$ cat src/rtl/serial_alu_seq_if.sv
// serial_alu_seq_if: groups the CPU-side handshake and the 1-bit slice bus of the bit-serial ALU sequencer.
//   master : CPU/slice side -> drives start, op, a, b, s_y, s_cout; observes busy, done, result, carry_out, s_a, s_b, s_cin, s_op
//   slave  : the sequencer   -> the opposite directions
interface serial_alu_seq_if #(parameter int WIDTH = 8);
   logic             start;
   logic [2:0]       op;
   logic [WIDTH-1:0] a;
   logic [WIDTH-1:0] b;
   logic             busy;
   logic             done;
   logic [WIDTH-1:0] result;
   logic             carry_out;
   logic             s_a;
   logic             s_b;
   logic             s_cin;
   logic [2:0]       s_op;
   logic             s_y;
   logic             s_cout;
   modport master (output start, op, a, b, s_y, s_cout,
                   input  busy, done, result, carry_out, s_a, s_b, s_cin, s_op);
   modport slave  (input  start, op, a, b, s_y, s_cout,
                   output busy, done, result, carry_out, s_a, s_b, s_cin, s_op);
endinterface

$ cat src/rtl/serial_alu_seq.sv
// serial_alu_seq: bit-serial ALU sequencer; latches a WIDTH-bit op on start, feeds a 1-bit slice LSB first, collects result and final carry.
//   clk, rst : clock and synchronous active-high reset
//   bus      : slave modport carrying start/op/a/b, busy/done/result/carry_out and the slice bus s_a/s_b/s_cin/s_op/s_y/s_cout
module serial_alu_seq #(parameter int WIDTH = 8) (
   input logic              clk,
   input logic              rst,
   serial_alu_seq_if.slave  bus
);
   localparam int CW = $clog2(WIDTH);
   typedef enum logic [1:0] {IDLE, RUN, DONE} state_t;
   state_t           r_state, w_next;
   logic [WIDTH-1:0] r_a, r_b, r_result;
   logic [2:0]       r_op;
   logic             r_carry, r_carry_out;
   logic [CW-1:0]    r_cnt;
   logic             w_accept, w_last, w_run;
   assign w_run    = r_state == RUN;
   assign w_accept = bus.start && !w_run;
   assign w_last   = r_cnt == CW'(WIDTH - 1);
   always_ff @(posedge clk)
      r_state <= rst ? IDLE : w_next;
   always_comb begin
      w_next        = w_accept ? RUN : w_run ? (w_last ? DONE : RUN) : IDLE;
      bus.busy      = w_run;
      bus.done      = r_state == DONE;
      bus.s_a       = w_run & r_a[0];
      bus.s_b       = w_run & r_b[0];
      bus.s_cin     = w_run & r_carry;
      bus.s_op      = w_run ? r_op : 3'b000;
      bus.result    = r_result;
      bus.carry_out = r_carry_out;
   end
   always_ff @(posedge clk) begin
      if (rst) begin
         r_a         <= '0;
         r_b         <= '0;
         r_op        <= '0;
         r_carry     <= 1'b0;
         r_cnt       <= '0;
         r_result    <= '0;
         r_carry_out <= 1'b0;
      end else if (w_accept) begin
         r_a         <= bus.a;
         r_b         <= bus.b;
         r_op        <= bus.op;
         r_carry     <= 1'b0;
         r_cnt       <= '0;
         r_result    <= '0;
         r_carry_out <= 1'b0;
      end else if (w_run) begin
         r_result <= {bus.s_y, r_result[WIDTH-1:1]};
         r_carry  <= bus.s_cout;
         r_a      <= r_a >> 1;
         r_b      <= r_b >> 1;
         r_cnt    <= r_cnt + CW'(1);
         // carry out is only meaningful for ADD; captured on the edge that completes the MSB
         if (w_last) r_carry_out <= (r_op == 3'b000) & bus.s_cout;
      end
   end
endmodule

$ cat src/flat_wrapper.sv
// flat-port wrapper written by rule: the top's interface ports become plain ports
module serial_alu_seq_flat 
#(parameter int WIDTH = 8)
  (clk, rst, bus_start, bus_op, bus_a, bus_b, bus_s_y, bus_s_cout, bus_busy, bus_done, bus_result, bus_carry_out, bus_s_a, bus_s_b, bus_s_cin, bus_s_op);
  serial_alu_seq_if #(.WIDTH(WIDTH)) bus_i ();
  input logic clk;
  input logic rst;
  input wire logic [$bits(bus_i.start)-1:0] bus_start;
  input wire logic [$bits(bus_i.op)-1:0] bus_op;
  input wire logic [$bits(bus_i.a)-1:0] bus_a;
  input wire logic [$bits(bus_i.b)-1:0] bus_b;
  input wire logic [$bits(bus_i.s_y)-1:0] bus_s_y;
  input wire logic [$bits(bus_i.s_cout)-1:0] bus_s_cout;
  output wire logic [$bits(bus_i.busy)-1:0] bus_busy;
  output wire logic [$bits(bus_i.done)-1:0] bus_done;
  output wire logic [$bits(bus_i.result)-1:0] bus_result;
  output wire logic [$bits(bus_i.carry_out)-1:0] bus_carry_out;
  output wire logic [$bits(bus_i.s_a)-1:0] bus_s_a;
  output wire logic [$bits(bus_i.s_b)-1:0] bus_s_b;
  output wire logic [$bits(bus_i.s_cin)-1:0] bus_s_cin;
  output wire logic [$bits(bus_i.s_op)-1:0] bus_s_op;
  assign bus_i.start = bus_start;
  assign bus_i.op = bus_op;
  assign bus_i.a = bus_a;
  assign bus_i.b = bus_b;
  assign bus_i.s_y = bus_s_y;
  assign bus_i.s_cout = bus_s_cout;
  assign bus_busy = bus_i.busy;
  assign bus_done = bus_i.done;
  assign bus_result = bus_i.result;
  assign bus_carry_out = bus_i.carry_out;
  assign bus_s_a = bus_i.s_a;
  assign bus_s_b = bus_i.s_b;
  assign bus_s_cin = bus_i.s_cin;
  assign bus_s_op = bus_i.s_op;
  serial_alu_seq #(.WIDTH(WIDTH)) u_core (.clk(clk), .rst(rst), .bus(bus_i));
endmodule
$ cat config.mk
export PLATFORM = sky130hd
export DESIGN_NAME = serial_alu_seq_flat
export DESIGN_NICKNAME = d
export VERILOG_FILES = /design/src/rtl/serial_alu_seq_if.sv /design/src/rtl/serial_alu_seq.sv /design/src/flat_wrapper.sv
export SDC_FILE = /design/constraint.sdc
export NUM_CORES = 1
export LEC_CHECK = 0
export ABC_AREA = 1
export ABC_CLOCK_PERIOD_IN_PS = 1320
export BUFFER_PORTS_ARGS = -buffer_cell sky130_fd_sc_hd__buf_2
export CAP_MARGIN = 20
export CORE_MARGIN = 2
export CORE_UTILIZATION = 51
export CTS_CLUSTER_SIZE = 40
export DETAILED_ROUTE_END_ITERATION = 7
export PLACE_DENSITY = 0.88
export SLEW_MARGIN = 25
export SYNTH_ARGS = -nofsm -noshare
export SYNTH_HDL_FRONTEND = slang
export SYNTH_SLANG_ARGS = --single-unit
$ cat constraint.sdc
create_clock -name clk -period 1.32 [get_ports clk]
set_input_delay 0.132 -clock clk [delete_from_list [all_inputs] [get_ports clk]]
set_output_delay 0.132 -clock clk [all_outputs]
set_load 0.02 [all_outputs]
# Yosys cells after proc, flatten, opt, wreduce, memory -nomap -nowiden
# Index checks and enable logic that the tools add are counted.
dict set report word_totals {
  reg_bits 34
  input_bits 24
  out_inout_bits 17
  elab_cells 33
}
dict set report op_classes {
  add_sub_neg 1
  eq_ne 3
  n_mux 8
  bitwise_logic 5
  reduce_logical 7
}
# cell n
set ops {}
lappend ops {{$mux 8} 4}
lappend ops {{$and 1x1->1} 4}
lappend ops {{$add 3x1->3 const B} 1}
lappend ops {{$eq 3x3->1 const B} 1}
lappend ops {{$logic_not 3->1} 1}
lappend ops {{$mux 3} 1}
lappend ops {{$reduce_or 3->1} 1}
lappend ops {{$eq 2x1->1 const B} 1}
lappend ops {{$eq 2x2->1 const B} 1}
lappend ops {{$mux 1} 2}
lappend ops {{$mux 2} 1}
lappend ops {{$reduce_and 2->1} 1}
lappend ops {{$reduce_bool 2->1} 1}
lappend ops {{$reduce_or 2->1} 1}
lappend ops {{$logic_and 1x1->1} 1}
lappend ops {{$logic_not 1->1} 1}
lappend ops {{$not 1->1} 1}

# Depth between registers and ports, before layout
# Gate-level depths: netlist of the first run.
dict set report depth {
  ltp_word 4
  mapped_depth 7
  depth_no_buf 7
}

# Least setup slack after synthesis of the first run
# No wires, ideal clock.
dict set report synth_timing {
  kind {register to output}
  start {register u_core.r_state[1]}
  end {output port bus_s_a}
  arrival_ps 1024
  required_ps 1188
  slack_ps 164
  stages_incl_launch_ff 6
  path_buffers 2
  cell_sequence {dfxtp_1 > inv_1 > nand2_2 > buf_6 > buf_6 > nor2_1}
}
dict set report synth_between {
  elab_chain_len 2
}
# element line
set synth_lines {}
lappend synth_lines {{from (decl)} serial_alu_seq.sv:11} ;# state_t r_state, w_next;
lappend synth_lines {{from (signal assigned)} serial_alu_seq.sv:21} ;# r_state <= rst ? IDLE : w_next;
lappend synth_lines {{$eq 2x1->1} serial_alu_seq.sv:17} ;# assign w_run = r_state == RUN;
lappend synth_lines {{$and 1x1->1} serial_alu_seq.sv:26} ;# bus.s_a = w_run & r_a[0];
lappend synth_lines {{to (decl)} flat_wrapper.sv:18} ;# output wire logic [$bits(bus_i.s_a)-1:0] bus_s_a;
# Every way passes these cells.

# Worst setup path in the final report of the first run
dict set report layout_timing {
  start {register u_core.r_state[1]}
  end {output port bus_s_op[1]}
}
dict set report layout_between {
  elab_chain_len 2
}
# element line
set layout_lines {}
lappend layout_lines {{$eq 2x1->1} serial_alu_seq.sv:17}
lappend layout_lines {{$mux 3} serial_alu_seq.sv:29} ;# bus.s_op = w_run ? r_op : 3'b000;
lappend layout_lines {{to (decl)} flat_wrapper.sv:21} ;# output wire logic [$bits(bus_i.s_op)-1:0] bus_s_op;
# Every way passes these cells.

==> results of run 1 <==
==> metrics by stage <==
stage	instance area (sq um)	setup TNS (ps)	power (W)	hold slack (ps)	utilization
2_1_floorplan	1550	0	0.00131	201	-
3_3_place_gp	1760	0	0.00138	325	0.621
3_5_place_dp	1760	0	0.00139	330	0.621
4_1_cts	1910	0	0.00193	38.7	0.675
5_1_grt	2010	-165	0.00205	58.7	0.710
6_report	2010	0	0.00196	39.0	0.710
==> registers in the layout, indices dropped and copies added (netlist names) <==
register	count
u_core.r_cnt	3
u_core.bus.carry_out	1
u_core.r_b	8
u_core.r_state	2
u_core.r_a	8
u_core.r_op	3
u_core.bus.result	8
u_core.r_carry	1
==> cell usage in the layout, fill, tap and decap left out <==
master	synthesis	layout
a21oi_1	14	14
buf_12	0	1
buf_2	3	32
buf_4	7	13
buf_6	2	7
buf_8	0	1
bufbuf_16	0	1
clkbuf_1	1	2
clkbuf_4	0	5
dfxtp_1	34	32
dfxtp_2	0	1
dfxtp_4	0	1
dlygate4sd3_1	0	1
ha_1	3	3
inv_1	27	26
inv_2	1	2
nand2_1	58	58
nand2_2	2	1
nand2_4	0	1
nand3_1	44	44
nor2_1	20	13
nor2_2	0	1
nor2_4	1	7
o21ai_0	3	3
xor2_1	1	1
==> where the power goes <==
part	internal, W	leakage [nW]	switching, W
Sequential	0.00107	0.279	0.0000272
Combinational	0.000159	0.720	0.000189
Clock	0.000200	0.0254	0.000321
==> per-layer routing <==
| layer | share of wire | routed length (um) | up-vias | global-route usage |
|---|---|---|---|---|
| met5 | 0 | 0 | - | 0 |
| met4 | 0.046 | 171 | 0 | 0.179 |
| met3 | 0.067 | 251 | 19 | 0.0459 |
| met2 | 0.47 | 1750 | 65 | 0.344 |
| met1 | 0.42 | 1550 | 709 | 0.239 |
| li1 | - | - | 791 | - |
==> worst paths after layout <==
check                                  endpoint  slack (ps)              start
worst max-delay path                bus_s_op[1]           8  u_core.r_state[1]
worst max register to register    u_core.r_b[0]          80  u_core.r_state[1]
worst min register to register  u_core.r_cnt[1]         470    u_core.r_cnt[1]
worst min-delay path             u_core.r_op[1]          40          bus_op[1]
==> cell families (layout without fill, tap and decap cells) <==
| family | count (synthesis) | in the layout | synth area share |
|---|---|---|---|
| AO/OA/AOI/OAI | 17 | 17 | 0.0550 |
| XOR/XNOR | 1 | 1 | 0.00566 |
| flip-flops | 34 | 34 | 0.440 |
| AND/OR/NAND/NOR | 125 | 125 | 0.347 |
| buffers and inverters | 41 | 91 | 0.129 |
| adder cells (fa/ha/maj) | 3 | 3 | 0.0243 |
==> worst max-delay path, cell delays in order, from the launching register on <==
cell and delay, ps:
dfxtp_2 350, inv_2 80, nand2_4 70, buf_8 150, nor2_4 80, buf_6 120
==> repair_timing <==
action,4_1_cts,5_1_grt
endpoints found under the setup margin,7,7
resized for setup,13,22
cloned,1,0
pin swaps,1,1
endpoints found under the hold margin,2,0
buffers inserted,4,3
hold buffers,1,0
==> final cells by class <==
| type | instances | area [sq um] |
|---|---|---|
| fill | 206 | 820 |
| clock buffer | 7 | 45.0 |
| inverter | 28 | 105 |
| tap | 31 | 38.8 |
| sequential | 34 | 686 |
| timing repair buffer | 56 | 414 |
| multi-input combinational | 146 | 721 |
==> summary.txt, run 1 <==
Reg2Reg Depth -> 8
CP Launch Type -> register
DR WL/cell -> 12.3 um
slew margin rel. -> 0.710
top post-synthesis cells by area -> dfxtp_1 44%, nand3_1 14%, nand2_1 14%
P_leak -> 1.02 nW
DR pass1 iterations -> 4
commonest cells in the netlist -> 58 x nand2_1, 44 x nand3_1, 34 x dfxtp_1
Synth Flop Type -> dfxtp_1
vias in the first global route -> 1341
pwr dens -> 977 nW/um^2
Cell Count, Final, Fillers Out -> 302
Worst-Margin Slew -> 435 ps
Die ar. -> 3490 sq um
Die Y -> 59.1 um
Syn Nets -> 248
minimum clock period after layout -> 1310 ps
number of diodes -> 0
status -> complete, no violations
period utilization -> 0.994
Synth async-reset ratio -> 0
Yosys top cell by area -> dfxtp_1
initial antenna violation count -> 0
DRT Wirelength -> 3.72 mm
Synth cell types -> 16
CTS buffer count -> 5
RSZ-0062 raised after global routing -> yes
layout cells sized above 1 -> 0.273
H-tree levels -> 2
pin count of the biggest net entering global routing -> 18
pre-CTS setup slack -> 206 ps
Placed Cells -> 286
row count -> 19
Max Fclk -> 762 MHz
Hold Path Cell Cnt -> 3
setup ws final -> 8.14 ps
DR iter-0 viols -> 61
root buf cell -> clkbuf_4
Final Max Slew Viols -> 0
Yosys reg bits -> 34
CTS tree -> yes
DRC -> 0
clock sink count -> 34
Starting Density -> 0.547
grt ovf -> 0
worst-skew pair later-pin latency -> 340 ps
CP Capture Type -> output port
Final ANT Viol Nets -> 0
Crit Path Category -> register to output port
cell with the most instances after synthesis -> nand2_1
EDFF count, synth -> 0
Post-Syn Instances -> 221
HP Class -> input pin to register
Max-cap violations -> 0
Port-buffer cells -> 40
critical path fanouts, max -> 5
CTS max path bufs -> 2
core area -> 2830 sq um
total global-route track usage -> 0.214
sequential fraction of the synthesis area -> 0.440
Worst Skew -> 5.52 ps
Net count, final -> 298
# setup viols final -> 0
Reg clk slew, reported paths -> 90 ps
dpl hpwl -> 2.21 mm
first-pass GRT wire length -> 5.55 mm
Synth Cell Area -> 1550 sq um
global placer's final weighted congestion -> 0.769
Via Count -> 1584
top cell type's share of synthesized area -> 0.440
I/O pin total -> 41
Area Growth Syn to Fin -> 29.8%
Die Width -> 59.1 um
worst vdd ir -> 0.683 mV
Worst Path Arrival -> 1180 ps
Mean Syn Cell Area -> 7.00 sq um
routed vias/inst -> 5.25
Ys Warns -> 0
Final Hold Fails -> 0
critical path required time -> 1190 ps
Note: power is estimated with default switching activity, not from simulation.
==> inputs of run 2 (changes only) <==
- GPL_TIMING_DRIVEN: not set -> 0
==> run 2 against run 1 <==
Compared with the run above: via count grew 1.6%; non-clock buffer count is 3 higher; global-route usage increased by 3.5 points; sequential share of layout area is 0.46 points lower; critical path type unchanged; largest power group unchanged.
==> summary.txt, run 2 (same netlist as run 1, synthesis figures left out) <==
Final Instance Area -> 2040 sq um
initial antenna violation count -> 0
dpl hpwl -> 2.32 mm
# setup viols final -> 0
Starting Density -> 0.547
setup ws final -> 17.5 ps
Psw -> 0.000559 W
CP Capture Type -> output port
crit-path cells -> inv_2 > nand2_4 > buf_12 > nor2_4 > buf_6
Sequential cell area -> 686 sq um
CTS max path bufs -> 2
CTS buffer count -> 5
CP Launch Type -> register
Final Max Slew Viols -> 0
Die ar. -> 3490 sq um
pre-CTS setup slack -> 143 ps
row count -> 19
CTS tree -> yes
slew margin rel. -> 0.723
Pwr Total -> 0.00214 W
routed vias/inst -> 5.26
Int Power -> 0.00158 W
Port-buffer cells -> 39
H-tree levels -> 2
core area -> 2830 sq um
hold_ws -> 39.8 ps
HP Class -> input pin to register
Worst R2R Start -> u_core.r_state[1]
status -> complete, no violations
Worst Path Arrival -> 1170 ps
root buf cell -> clkbuf_4
Final ANT Viol Nets -> 0
area occupied by multi-input gates -> 721 sq um
P_leak -> 1.04 nW
global placer's final weighted congestion -> 0.788
period utilization -> 0.987
pwr dens -> 1050 nW/um^2
vias in the first global route -> 1506
Die Y -> 59.1 um
Crit Path Category -> register to output port
commonest non-fill, non-tap cells in the layout -> 57 x nand2_1, 44 x nand3_1, 35 x buf_2
WP buf/inv -> 3
Final Hold Fails -> 0
critical path required time -> 1190 ps
Max Fclk -> 768 MHz
Reg clk slew, reported paths -> 100 ps
layout cells sized above 1 -> 0.287
most common cell after layout, fill and taps aside -> nand2_1
RSZ-0062 raised after global routing -> yes
DRT Wirelength -> 3.81 mm
minimum clock period after layout -> 1300 ps
Worst path max stage delay -> 340 ps
total global-route track usage -> 0.249
Area Growth Syn to Fin -> 31.6%
DR WL/cell -> 12.5 um
pin count of the biggest net entering global routing -> 11
Critical-path top delay cell -> dfxtp_2
sw frac -> 0.261
first-pass GRT wire length -> 6.53 mm
critical path fanouts, max -> 9
number of diodes -> 0
Hold Path Origin -> bus_s_y
DR iter-0 viols -> 82
grt ovf -> 0
DRC -> 0
crit path launch -> u_core.r_state[1]
clock sink count -> 34
Via Count -> 1610
Max-cap violations -> 0
worst-skew pair later-pin latency -> 340 ps
sequential share of power -> 0.511
I/O pin total -> 41
power share of the combinational group -> 0.163
Worst Skew -> 9.40 ps
Clk pwr share -> 0.325
Worst-Margin Slew -> 416 ps
delay-heaviest family, CP -> buffers and inverters
worst vdd ir -> 0.958 mV
Net count, final -> 301
DR pass1 iterations -> 5
# fillers -> 229
Die Width -> 59.1 um
Post-DP Area -> 1780 sq um
## run 2: cell count changes in the layout (fill, tap and decap cells not counted), sizes merged
cell,before,now
clkbuf,7,9
buf,54,57
bufbuf,1,0
## run 2: path summary, 6_finish.rpt
| path | slack [ps] | to | cells after the start |
|---|---|---|---|
| worst max-delay path | 20 | bus_s_cin | 5 |
| worst min-delay path | 40 | u_core.bus.result[7] | 3 |
| worst max register to register | 90 | u_core.r_b[4] | 8 |
| worst min register to register | 470 | u_core.r_b[7] | 2 |
## run 2: power by group through the flow
stage	clock network [W]	logic, W	registers (W)
2_1_floorplan	0	0.000197	0.00111
3_3_place_gp	0	0.000279	0.00112
3_5_place_dp	0	0.000285	0.00112
4_1_cts	0.000710	0.000315	0.00109
5_1_grt	0.000767	0.000390	0.00110
6_report	0.000697	0.000350	0.00109
## run 2: cell type report
type                       count  share of cell area
buffer                        12              0.0485
clock buffer                   8              0.0387
inverter                      28              0.0516
multi-input combinational    146               0.354
sequential                    34               0.337
tap                           31              0.0190
timing repair buffer          47               0.152
## run 2: timing repair
action | CTS | global route
hold buffers | 1 | 0
resized for setup | 14 | 24
endpoints found under the hold margin | 2 | 0
endpoints found under the setup margin | 7 | 18
setup buffers | 6 | 1
pin swaps | 2 | 1
## run 2: per-stage QoR
step,util,TNS [ps],std cells
2_1_floorplan,-,0,221
4_1_cts,0.686,0,305
3_3_place_gp,0.630,0,291
6_report,0.720,0,306
5_1_grt,0.720,-188,306
3_5_place_dp,0.630,0,291
## run 2: per-layer routing
layer	GRT usage	routed length (um)
met4	0.149	146
met3	0.0742	302
met5	0	0
met2	0.400	1870
met1	0.291	1490
## run 2: worst register-to-register path, cell delays in order, from the launching register on
cell	delay [ps]
dfxtp_2	340
buf_6	110
nor2_4	140
buf_6	160
buf_6	140
nand2_1	90
nand3_1	100
nand2_1	50
inv_1	50
==> inputs of run 3 (changes only) <==
- ABC_AREA: 1 -> 0
- CORE_UTILIZATION: 51 -> 50
- PLACE_DENSITY: 0.88 -> 0.87
==> run 3 against run 2 <==
Compared with the run above: the flow now finishes with violations (setup timing); count of clock-buffer cells in the layout decreased by 1; clock power down 13%; final cell count decreased by 21%; sequential power about the same; hold slack got worse by 28 ps; first-iteration DRC count fell by 41%; largest cell class unchanged.
==> summary.txt, run 3 <==
status -> complete, but fails checks
failing checks -> setup timing
commonest cells in the netlist -> 34 x dfxtp_1, 22 x nand2_1, 16 x mux2i_1, 16 x nor2_1
Port-buffer cells -> 39
row count -> 19
Via Count -> 1288
crit path launch -> u_core.r_state[1]
# fillers -> 229
hold_ws -> 12.2 ps
Crit path top cell by count -> buf_6
Worst-Margin Slew -> 461 ps
Synth Flop Type -> dfxtp_1
WP buf/inv -> 3
Reg2Reg Depth -> 5
r2r setup slk -> 90 ps
DR iter-0 viols -> 48
DRT Wirelength -> 3.15 mm
Syn Nets -> 186
P_leak -> 0.853 nW
worst vdd ir -> 0.934 mV
core area -> 2760 sq um
CP Launch Type -> register
Int Power -> 0.00149 W
RSZ-0062 raised after global routing -> yes
Worst R2R Start -> u_core.r_state[1]
critical path fanouts, max -> 5
Max Fclk -> 724 MHz
Clk pwr share -> 0.298
Synth cell types -> 24
FF-to-FF End -> u_core.r_cnt[1]
number of diodes -> 0
DRC -> 0
Post-Syn Instances -> 159
Die Width -> 58.0 um
Hold Path Origin -> rst
CTS tree -> yes
EDFF count, synth -> 0
DR pass1 iterations -> 4
cell with the most instances after synthesis -> dfxtp_1
Final ANT Viol Nets -> 0
vias in the first global route -> 1203
initial antenna violation count -> 0
Reg clk slew, reported paths -> 100 ps
pwr dens -> 1090 nW/um^2
CTS max path bufs -> 2
Synth async-reset ratio -> 0
Synth Cell Area -> 1460 sq um
number of hold buffers added after cts -> 0
DR WL/cell -> 13.0 um
commonest non-fill, non-tap cells in the layout -> 35 x buf_2, 33 x dfxtp_1, 22 x nand2_1
Die ar. -> 3360 sq um
pin count of the biggest net entering global routing -> 11
Worst Skew -> 6.64 ps
Hold Path End -> u_core.r_a[7]
most common cell after layout, fill and taps aside -> buf_2
Worst Path Arrival -> 1250 ps
Mean Syn Cell Area -> 9.16 sq um
HP Class -> input pin to register
Starting Density -> 0.528
worst-skew pair later-pin latency -> 340 ps
sw frac -> 0.265
Net count, final -> 237
minimum clock period after layout -> 1380 ps
sequential fraction of the synthesis area -> 0.467
Pwr Total -> 0.00202 W
slew margin rel. -> 0.693
Die Y -> 58.0 um
Max-cap violations -> 0
Yosys reg bits -> 34
Ys Warns -> 0
Hold Path Cell Cnt -> 2
power share of the combinational group -> 0.155
H-tree levels -> 2
CTS buffer count -> 5
global placer's final weighted congestion -> 0.720
total global-route track usage -> 0.207
top cell type's share of synthesized area -> 0.467
critical path required time -> 1190 ps
# setup viols final -> 6
Final Max Slew Viols -> 0
delay-heaviest family, CP -> flip-flops
Yosys top cell by area -> dfxtp_1
area occupied by multi-input gates -> 684 sq um
Critical-path top delay cell -> dfxtp_2
Sequential cell area -> 682 sq um
Area Growth Syn to Fin -> 27.2%
Final Hold Fails -> 0
root buf cell -> clkbuf_4
period utilization -> 1.05
sequential share of power -> 0.547
crit-path cells -> nand2b_4 > inv_6 > buf_6 > and2_4 > buf_6
grt ovf -> 0
Psw -> 0.000536 W
setup ws final -> -60.9 ps
first-pass GRT wire length -> 5.26 mm
CP Capture Type -> output port
Crit Path Category -> register to output port
clock sink count -> 34
layout cells sized above 1 -> 0.336
routed vias/inst -> 5.32
Worst path max stage delay -> 330 ps
top post-synthesis cells by area -> dfxtp_1 47%, mux2i_1 11%, a211oi_1 7.7%
I/O pin total -> 41
dpl hpwl -> 2.11 mm
[run 3: changes by cell type in the layout (fill, tap and decap cells not counted), moves of 6 or more]
cell / previous run / this run
nand3_1: 44 / 4
nand2_1: 57 / 22
inv_1: 26 / 2
mux2i_1: 0 / 16
a211oi_1: 0 / 15
nor2_4: 7 / 0
and2_4: 0 / 6
[run 3: what timing repair did]
item	in CTS	in global routing
gates resized for setup	24	1
gates cloned	1	0
setup buffers	4	1
pin swaps	6	0
endpoints found under the hold margin	0	0
setup endpoints to repair	7	7
[run 3: cells by family (layout without fill, tap and decap cells)]
group / count (synthesis) / in the layout / synth area share
xor+xnor: 1 / 1 / 0.00601
mux: 16 / 16 / 0.110
buf+inv: 16 / 68 / 0.0730
compound gates: 35 / 35 / 0.148
flops: 34 / 34 / 0.467
simple gates: 54 / 54 / 0.170
fa+ha+maj: 3 / 3 / 0.0258
[run 3: per-stage QoR]
stage | cell area (sq um) | setup TNS, ps | instances | utilization | worst slack, ps
after floorplan | 1460 | 0 | 159 | - | 124
after global placement | 1690 | 0 | 229 | 0.613 | 50.3
after detailed placement | 1690 | 0 | 229 | 0.613 | 28.7
after CTS | 1840 | -325 | 241 | 0.668 | -58.6
after global routing | 1850 | -570 | 242 | 0.672 | -102
final | 1850 | -323 | 242 | 0.672 | -60.9
[run 3: worst max path at each step]
| stage | to | slack (ps) | depth (start not counted) |
|---|---|---|---|
| 2_1_floorplan | bus_s_a | 120 | 5 |
| 3_3_place_gp | bus_s_op[0] | 50 | 6 |
| 3_5_place_dp | bus_s_op[2] | 30 | 6 |
| 4_1_cts | bus_s_a | -60 | 5 |
| 5_1_grt | bus_s_cin | -100 | 5 |
| 6_report | bus_s_op[1] | -60 | 5 |
[run 3: area by class of cell]
class                   count  area share
well taps                  31      0.0209
clock buffers               7      0.0297
multi-input cells         109       0.369
plain buffers              12      0.0473
inverters                   3     0.00878
clock inverters             1     0.00270
repair buffers             45       0.153
flip-flops and latches     34       0.368
[run 3: metal layers]
metal / GRT usage / part of all wire / vias up
met2: 0.341 / 0.47 / 40
met1: 0.252 / 0.45 / 598
li1: - / - / 645
met5: 0 / 0 / -
met3: 0.0536 / 0.063 / 5
met4: 0.0997 / 0.011 / 0
[run 3: power groups by stage]
stage                     logic [W]  registers [W]  clock network (W)
final                      0.000314        0.00111           0.000603
after global routing       0.000344        0.00112           0.000643
after floorplan            0.000193        0.00113                  0
after CTS                  0.000308        0.00111           0.000614
after global placement     0.000269        0.00113                  0
after detailed placement   0.000275        0.00113                  0
